==> src/rtl/rv_pkg.sv <==
// Shared definitions for the RISC-V fetch front end: PC-generator states,
// instruction alignment mask and the default trap vector.
package rv_pkg;

  typedef enum logic [1:0] {
    IDLE   = 2'b00,
    RUN    = 2'b01,
    HALTED = 2'b10
  } state_e;

  localparam logic [1:0]  INSTR_ALIGN_MASK = 2'b11;
  localparam logic [31:0] TRAP_VEC_DEFAULT = 32'h0000_0100;

endpackage

==> src/rtl/pc_redirect_buf.sv <==
// One-entry pending-redirect buffer. Holds the latest control-flow event seen
// while a fetch is stalled; a pending trap can only be replaced by another trap.
module pc_redirect_buf #(
  parameter int width = 32
) (
  input  logic             clk,
  input  logic             reset_n,
  input  logic             wr_en,
  input  logic             wr_is_trap,
  input  logic [width-1:0] wr_target,
  input  logic             clr,
  output logic             valid,
  output logic [width-1:0] target
);

  logic             valid_q, valid_d;
  logic             is_trap_q, is_trap_d;
  logic [width-1:0] target_q, target_d;
  logic             accept_s;

  // Overwrite priority: empty slot or pending redirect always yields; pending trap yields only to a trap.
  always_comb begin
    accept_s  = wr_en & (~valid_q | ~is_trap_q | wr_is_trap);
    valid_d   = valid_q;
    is_trap_d = is_trap_q;
    target_d  = target_q;
    if (clr) begin
      valid_d   = 1'b0;
      is_trap_d = 1'b0;
    end else if (accept_s) begin
      valid_d   = 1'b1;
      is_trap_d = wr_is_trap;
      target_d  = wr_target;
    end else begin
      valid_d   = valid_q;
      is_trap_d = is_trap_q;
      target_d  = target_q;
    end
  end

  // Pending entry storage.
  always_ff @(posedge clk or negedge reset_n) begin
    if (!reset_n) begin
      valid_q   <= 1'b0;
      is_trap_q <= 1'b0;
      target_q  <= {width{1'b0}};
    end else begin
      valid_q   <= valid_d;
      is_trap_q <= is_trap_d;
      target_q  <= target_d;
    end
  end

  assign valid  = valid_q;
  assign target = target_q;

endmodule

==> src/rtl/pc_gen.sv <==
// Program-counter generator: IDLE/RUN/HALTED control, valid/ready fetch
// handshake, trap and redirect sources with a pending buffer across stalls.
module pc_gen
  import rv_pkg::*;
#(
  parameter int               width     = 32,
  parameter logic [width-1:0] RESET_VEC = {width{1'b0}},
  parameter logic [width-1:0] TRAP_VEC  = TRAP_VEC_DEFAULT,
  parameter logic [width-1:0] INC       = {{(width-3){1'b0}}, 3'd4}
) (
  input  logic             clk,
  input  logic             reset_n,
  input  logic             halt,
  input  logic             redirect_valid,
  input  logic [width-1:0] redirect_target,
  input  logic             trap,
  input  logic             fetch_ready,
  output logic             fetch_valid,
  output logic [width-1:0] PC,
  output logic             misalign,
  output logic [width-1:0] badaddr
);

  state_e           state_q, state_d;
  logic [width-1:0] pc_q, pc_d;
  logic [width-1:0] badaddr_q, badaddr_d;
  logic             fetch_valid_q, fetch_valid_d;
  logic             misalign_q, misalign_d;

  logic             outstanding_s, handshake_s;
  logic             redir_mis_s, ev_valid_s, ev_is_trap_s;
  logic [width-1:0] ev_target_s;
  logic             pend_valid_s, pend_clr_s, pend_wr_s;
  logic [width-1:0] pend_target_s;

  // Classify this cycle's event; a misaligned redirect is folded into a trap.
  always_comb begin
    outstanding_s = fetch_valid_q & ~fetch_ready;
    handshake_s   = fetch_valid_q & fetch_ready;
    redir_mis_s   = redirect_valid & ((redirect_target[1:0] & INSTR_ALIGN_MASK) != 2'b00);
    ev_valid_s    = trap | redirect_valid;
    ev_is_trap_s  = trap | redir_mis_s;
    ev_target_s   = ev_is_trap_s ? TRAP_VEC : redirect_target;
    pend_wr_s     = outstanding_s & ev_valid_s;
  end

  pc_redirect_buf #(.width(width)) u_buf (
    .clk        (clk),
    .reset_n    (reset_n),
    .wr_en      (pend_wr_s),
    .wr_is_trap (ev_is_trap_s),
    .wr_target  (ev_target_s),
    .clr        (pend_clr_s),
    .valid      (pend_valid_s),
    .target     (pend_target_s)
  );

  // FSM next state and next-PC selection.
  always_comb begin
    state_d    = state_q;
    pc_d       = pc_q;
    pend_clr_s = 1'b0;
    case (state_q)
      IDLE: begin
        state_d = RUN;
        if (ev_valid_s) pc_d = ev_target_s;
        else            pc_d = pc_q;
      end
      RUN: begin
        if (handshake_s) begin
          pend_clr_s = pend_valid_s;
          if (pend_valid_s)    pc_d = pend_target_s;
          else if (ev_valid_s) pc_d = ev_target_s;
          else                 pc_d = pc_q + INC;
          if (halt) state_d = HALTED;
          else      state_d = RUN;
        end else begin
          // Stalled: the request stays on the bus unchanged.
          pc_d    = pc_q;
          state_d = RUN;
        end
      end
      HALTED: begin
        if (ev_valid_s) pc_d = ev_target_s;
        else            pc_d = pc_q;
        if (halt) state_d = HALTED;
        else      state_d = RUN;
      end
      default: begin
        state_d = IDLE;
        pc_d    = RESET_VEC;
      end
    endcase
  end

  // Output-side next values: request valid, misalign pulse, captured bad address.
  always_comb begin
    fetch_valid_d = (state_d == RUN);
    misalign_d    = redir_mis_s;
    if (redir_mis_s) badaddr_d = redirect_target;
    else             badaddr_d = badaddr_q;
  end

  // State and output registers.
  always_ff @(posedge clk or negedge reset_n) begin
    if (!reset_n) begin
      state_q       <= IDLE;
      pc_q          <= RESET_VEC;
      fetch_valid_q <= 1'b0;
      misalign_q    <= 1'b0;
      badaddr_q     <= {width{1'b0}};
    end else begin
      state_q       <= state_d;
      pc_q          <= pc_d;
      fetch_valid_q <= fetch_valid_d;
      misalign_q    <= misalign_d;
      badaddr_q     <= badaddr_d;
    end
  end

  assign fetch_valid = fetch_valid_q;
  assign PC          = pc_q;
  assign misalign    = misalign_q;
  assign badaddr     = badaddr_q;

endmodule

==> config.mk <==
export PLATFORM = sky130hd
export DESIGN_NAME = pc_gen
export DESIGN_NICKNAME = d
export VERILOG_FILES = /design/src/rtl/rv_pkg.sv /design/src/rtl/pc_redirect_buf.sv /design/src/rtl/pc_gen.sv
export SDC_FILE = /design/constraint.sdc
export NUM_CORES = 1
export LEC_CHECK = 0
export BUFFER_PORTS_ARGS = -buffer_cell sky130_fd_sc_hd__buf_2
export CAP_MARGIN = 20
export CORE_ASPECT_RATIO = 1.4
export CORE_MARGIN = 8
export CORE_UTILIZATION = 56
export DETAILED_ROUTE_END_ITERATION = 10
export PLACE_DENSITY = 0.84
export SLEW_MARGIN = 20
export SYNTH_ARGS = -nofsm -noshare
export SYNTH_HDL_FRONTEND = slang
export SYNTH_HIERARCHICAL = 1
export SYNTH_SLANG_ARGS = --single-unit
==> constraint.sdc <==
create_clock -name clk -period 3 [get_ports clk]
set_input_delay 0 -clock clk [delete_from_list [all_inputs] [get_ports clk]]
set_output_delay 0 -clock clk [all_outputs]
set_load 0.01 [all_outputs]
* After elaboration in Yosys (flattened, before gate mapping)
Index checks and enable logic that the tools add are counted.
Word-level totals: register bits after elaboration 102, latch bits 0, RAM bits 0, memory bits (read-only) 0, bits of input ports 38, output and inout bits 66, word-level logic and storage cells 48, memories 0
Cells by class: $add $sub $neg 1, multipliers 0, div/mod/pow operators 0, $lt $le $gt $ge 0, equal/unequal tests 5, shift-type cells 0, mux-type cells 15, bitwise gates (word level) 13, reduce and logical (&&, ||, !) cells 6
Operators by type and width (count):
- 2-to-1 mux 32 bit | 5
- one-hot mux 32 bit (2 select lines) | 1
- adder 32 x 3 -> 32 bit (second input constant) | 1
- 2-to-1 mux 1 bit | 6
- one-hot mux 2 bit (3 select lines) | 1
- AND 1 bit | 5
- equality test 2 x 1 -> 1 bit (second input constant) | 2
- 2-to-1 mux 2 bit | 2
- inverter 1 bit | 4
- bitwise OR 1 bit | 4
- AND reduction 2 bit | 2
- nonzero test 2 bit | 2
- equality test 2 bit (second input constant) | 1
- logical NOT 2 bit | 1
- inequality test 2 x 1 -> 1 bit (second input constant) | 1
- inequality test 2 bit (second input constant) | 1
- OR reduction 2 bit | 1

* Logic depth before layout (Yosys ltp)
word-level depth 8, depth in mapped cells 10, gate-level depth less buffers 7

* By module
Netlist, hierarchy kept.
Modules (own cells, without submodules):
- pc_gen | instances 1, cells an instance 525, area an instance 4169.0 µm², seq. area each 1701.6 µm²
- pc_redirect_buf | instances 1, cells an instance 77, area an instance 1397.6 µm², seq. area each 850.8 µm²

* Least setup slack after synthesis
Ideal clock, no wire load.
path type register to register, start register pc_q[10], in the netlist PC[10], end register pc_q[26], in the netlist PC[26], setup time 63 ps, data arrival time 2006 ps, data required time 2937 ps, setup slack 931 ps, cell stages (with the launch flop) 7, buffers on the path 1, clock period less this slack 2069 ps, cells stage by stage dfrtp_1 buf_4 nand3_1 or4_4 or4_1 a21oi_1 o22a_2
On the way: word-level cells in the longest chain between the ends 5
RTL lines:
- start, declared | RTL line pc_gen.sv:25 | logic [width-1:0] pc_q, pc_d;
- start signal, assigned | RTL line pc_gen.sv:114 | pc_q <= pc_d;
- adder 32 x 3 -> 32 bit | RTL line pc_gen.sv:74 | else pc_d = pc_q + INC;
- 2-to-1 mux 32 bit | RTL line pc_gen.sv:73 | else if (ev_valid_s) pc_d = ev_target_s;
- 2-to-1 mux 32 bit | RTL line pc_gen.sv:72 | if (pend_valid_s) pc_d = pend_target_s;
- 2-to-1 mux 32 bit | RTL line pc_gen.sv:70 | if (handshake_s) begin
- one-hot mux 32 bit (2 select lines) | RTL line pc_gen.sv:63 | case (state_q)
No other way between the ends. The select of a mux whose other input is x is not followed. A chain may end at the register's enable or synchronous reset.

* Worst setup path after layout
start register state_q[0], end register pc_q[16], in the netlist PC[16]
On the way: word-level cells in the longest chain between the ends 4, elaborated cells between the ends (all ways) 8, classes of those cells eq/ne (4); mux (1); reduce/logical (3)
RTL lines:
- start, declared | RTL line pc_gen.sv:24 | state_e state_q, state_d;
- start signal, assigned | RTL line pc_gen.sv:113 | state_q <= state_d;
- equality test 2 bit / logical NOT 2 bit (equally long branches) | RTL line pc_gen.sv:63
- OR reduction 2 bit (no line)
- inequality test 2 x 1 -> 1 bit (no line)
- AND reduction 2 bit (no line)
Several ways; a longest one is shown, not always the timed one.

==> impl_metrics.toml <==
[logic_synthesis]
synthesis.instances = 602
count_of_cell_types_in_the_netlist = 68
yosys-top-cells-count = "136 x sky130_fd_sc_hd__nand2_1, 102 x sky130_fd_sc_hd__dfrtp_1, 34 x sky130_fd_sc_hd__and3_1, 31 x sky130_fd_sc_hd__clkbuf_1, 30 x sky130_fd_sc_hd__mux2_4"
synthFlopType = "sky130_fd_sc_hd__dfrtp_1"
synth-async-reset-ratio_pct = 100.0
post_synth_and_or_nand_nor_area_fraction_pct = 22.90
synth.area.top_cells = "sky130_fd_sc_hd__dfrtp_1 46%, sky130_fd_sc_hd__nand2_1 9.2%, sky130_fd_sc_hd__mux2_4 8.1%"
muxShareOfSynthArea_pct = 8.496
yosys_top_cell_by_area = "sky130_fd_sc_hd__dfrtp_1"
synthAdderAreaFrac_pct = 0.4495
mappedNetlistNets = 642
synth_top_family_by_area = "simple AND/OR/NAND/NOR gates"
synth_edf_count = 0
yosysMostFrequentCell = "sky130_fd_sc_hd__nand2_1"
postSynthRegisterBits = 102
syn-cell-area_um2 = 5567
avgSynthCellArea_um2 = 9.247
area_share_of_the_largest_cell_type_after_synthesis_pct = 45.85
yosys_warnings = 6
synth_compound_area_share_pct = 17.33
synth.yosys.seq_area_share_pct = 45.85
yosys.area_share.xor_xnor_pct = 0.7867

[worst_hold_path]
timing.hold.worst_endpoint = "u_buf/is_trap_q"
holdPathStages = 4
hp-class = "input port to register"
hold_path_startpoint = "fetch_ready"

[routing]
drt-pass1-iter-count = 7
drcViolationCount = 0
routedWlPerCell_um = 21.12
via_total_after_detailed_routing = 5487
via_per_inst = 6.321
ant_nets = 0
detail_route.iter0.violations = 718
drt-total-wl_mm = 18.33

[worst_setup_path]
worstPathArrival_ns = 2.56
setup.worst_path.class = "register to register"
setup.worst_path.end_class = "register"
ff2ff_path_depth = 6
worst-r2r-setup-slack_ns = 0.70
r2r_start = "state_q[0]"
timing.critical_path.fanout_max = 42
crit-reg2reg-capture = "PC[16]"
critPathRequiredTime_ns = 3.27
crit_path_start_kind = "register"

[sta]
fin_skew_ns = 0.009372
rsz0062_at_grt = "no"
finalMaxSlewViolations = 0
period_share_pct = 76.56
timing.fmax_mhz = 435.4
setup_tns_ns = 0
fin_crit_ns = 2.297
worst-slew-pin-transition_ns = 0.8345
hold_viol_final = 0
max-slew-margin-rel_pct = 44.37
finalSetupViolations = 0
hold-worst-slack_ns = 0.02489

[layout]
flow.area_growth_from_synthesis_pct = 24.14
drive_above_1_share_pct = 24.01
multiInputGateArea_um2 = 2793
insertedDiodeCount = 0
num-fill-cells = 759
final_nets = 769
register_area_um2 = 2552

[clock_network]
clock_tree_from_tritoncts = "yes"
cts_post_setup_buffers_inserted = 0
cts.repair.resized = 0
number_of_clock_sinks = 102
postCtsHoldBufs = 34
cts_root_buffer = "sky130_fd_sc_hd__clkbuf_16"
clkSlewWorstSetupHoldPaths_ns = 0.07
cts_buffer_depth = 2
cts_inserted_buffers = 9
later_pin_clock_latency_in_the_skew_report_ns = 0.35
cts_max_level = 3

[global_route]
grt_antenna_before_repair = 0
grt.overflow.total = 0
first_pass_grt_wire_length_mm = 29.23
first_global_vias = 5328
grt_start_max_net_pins = 93
grt_use_total_pct = 27.66

[die]
floorplan.rows = 43
floorplan.die_area_um2 = 13430
effective_utilization_at_floorplan_pct = 56.85
top_level_ports = 104
die_width_um = 100.3
die-height_um = 134.0
core_area_um2 = 9792

[placed_design]
globalplace.congestion = 0.9432
place_hpwl_mm = 12.47
numPortBuffers = 103

[job]
maxCapViolCount = 0

[pwr]
total_leakage_power_nw = 3.406
finalPower_mw = 5.441
worst_vdd_drop_mv = 0.4506
power_density_nw_per_um2 = 787.4

[status]
status = "finished, final reports clean"
## flip-flops by register name (all words and copies together) (netlist names)
register         flops
u_buf/target        32
u_buf/is_trap_q      1
misalign             1
u_buf/valid          1
state_q              2
PC                  32
badaddr             32
fetch_valid          1
## cell families after synthesis
logic type / after synthesis
adder cells (fa/ha/maj): 2
flip-flops: 102
buffers and inverters: 54
XOR/XNOR: 5
multiplexers: 32
AND/OR/NAND/NOR: 272
AO/OA/AOI/OAI: 135
## per-stage QoR
| step | instances | setup WS (ns) | area (um^2) | utilization, % |
|---|---|---|---|---|
| CTS | 868 | 0.7393 | 6907 | 70.53 |
| global route | 868 | 0.5030 | 6910 | 70.57 |
| finish | 868 | 0.7032 | 6910 | 70.57 |
| detailed placement | 819 | 0.7737 | 6236 | 63.69 |
| global placement | 819 | 0.8162 | 6236 | 63.69 |
| floorplan | 602 | 0.9307 | 5567 | - |
## layout by cell type (no fill, tap or decap), types with 17 or more instances in the layout
cell type	Yosys	final
sky130_fd_sc_hd__a21oi_1	19	19
sky130_fd_sc_hd__and3_1	34	34
sky130_fd_sc_hd__buf_2	3	102
sky130_fd_sc_hd__buf_4	1	17
sky130_fd_sc_hd__dfrtp_1	102	102
sky130_fd_sc_hd__dlygate4sd3_1	0	34
sky130_fd_sc_hd__mux2_4	30	30
sky130_fd_sc_hd__nand2_1	136	136
sky130_fd_sc_hd__nand3_1	23	23
sky130_fd_sc_hd__nor2_1	29	29
sky130_fd_sc_hd__o21ai_0	27	27
## critical path, stage by stage (launching register included)
cell and delay, ns:
sky130_fd_sc_hd__dfrtp_1 0.58, sky130_fd_sc_hd__nor2b_1 0.55, sky130_fd_sc_hd__a21o_1 0.20, sky130_fd_sc_hd__buf_4 0.39, sky130_fd_sc_hd__a311oi_1 0.15, sky130_fd_sc_hd__a21oi_1 0.16, sky130_fd_sc_hd__a2bb2oi_1 0.16
## layer usage
layer / GRT usage [%] / part of all wire (%)
met1: 35.04 / 39
met2: 44.39 / 49
met3: 5.342 / 8.3
met4: 12.74 / 3.3
met5: 0 / 0
## worst max path at each step
stage | startpoint | end | slack (ns) | depth (start not counted)
finish | state_q[0] | PC[16] | 0.70 | 6
global route | state_q[0] | PC[14] | 0.50 | 5
CTS | PC[2] | PC[26] | 0.74 | 6
detailed placement | state_q[0] | PC[16] | 0.77 | 6
global placement | state_q[0] | PC[16] | 0.82 | 6
floorplan | PC[10] | PC[26] | 0.93 | 6
## power breakdown
part | switching (mW) | internal (mW)
combinational | 1.06 | 0.844
sequential | 0.492 | 1.74
clock | 0.524 | 0.777
## area by class of cell
| type | count | area share [%] |
|---|---|---|
| Tap cell | 135 | 2.444 |
| Multi-Input combinational cell | 446 | 40.41 |
| Clock inverter | 4 | 1.123 |
| Inverter | 15 | 0.8148 |
| Timing Repair Buffer | 155 | 14.61 |
| Clock buffer | 11 | 3.657 |
| Sequential cell | 102 | 36.94 |
Power figures use the tool's default switching activity.
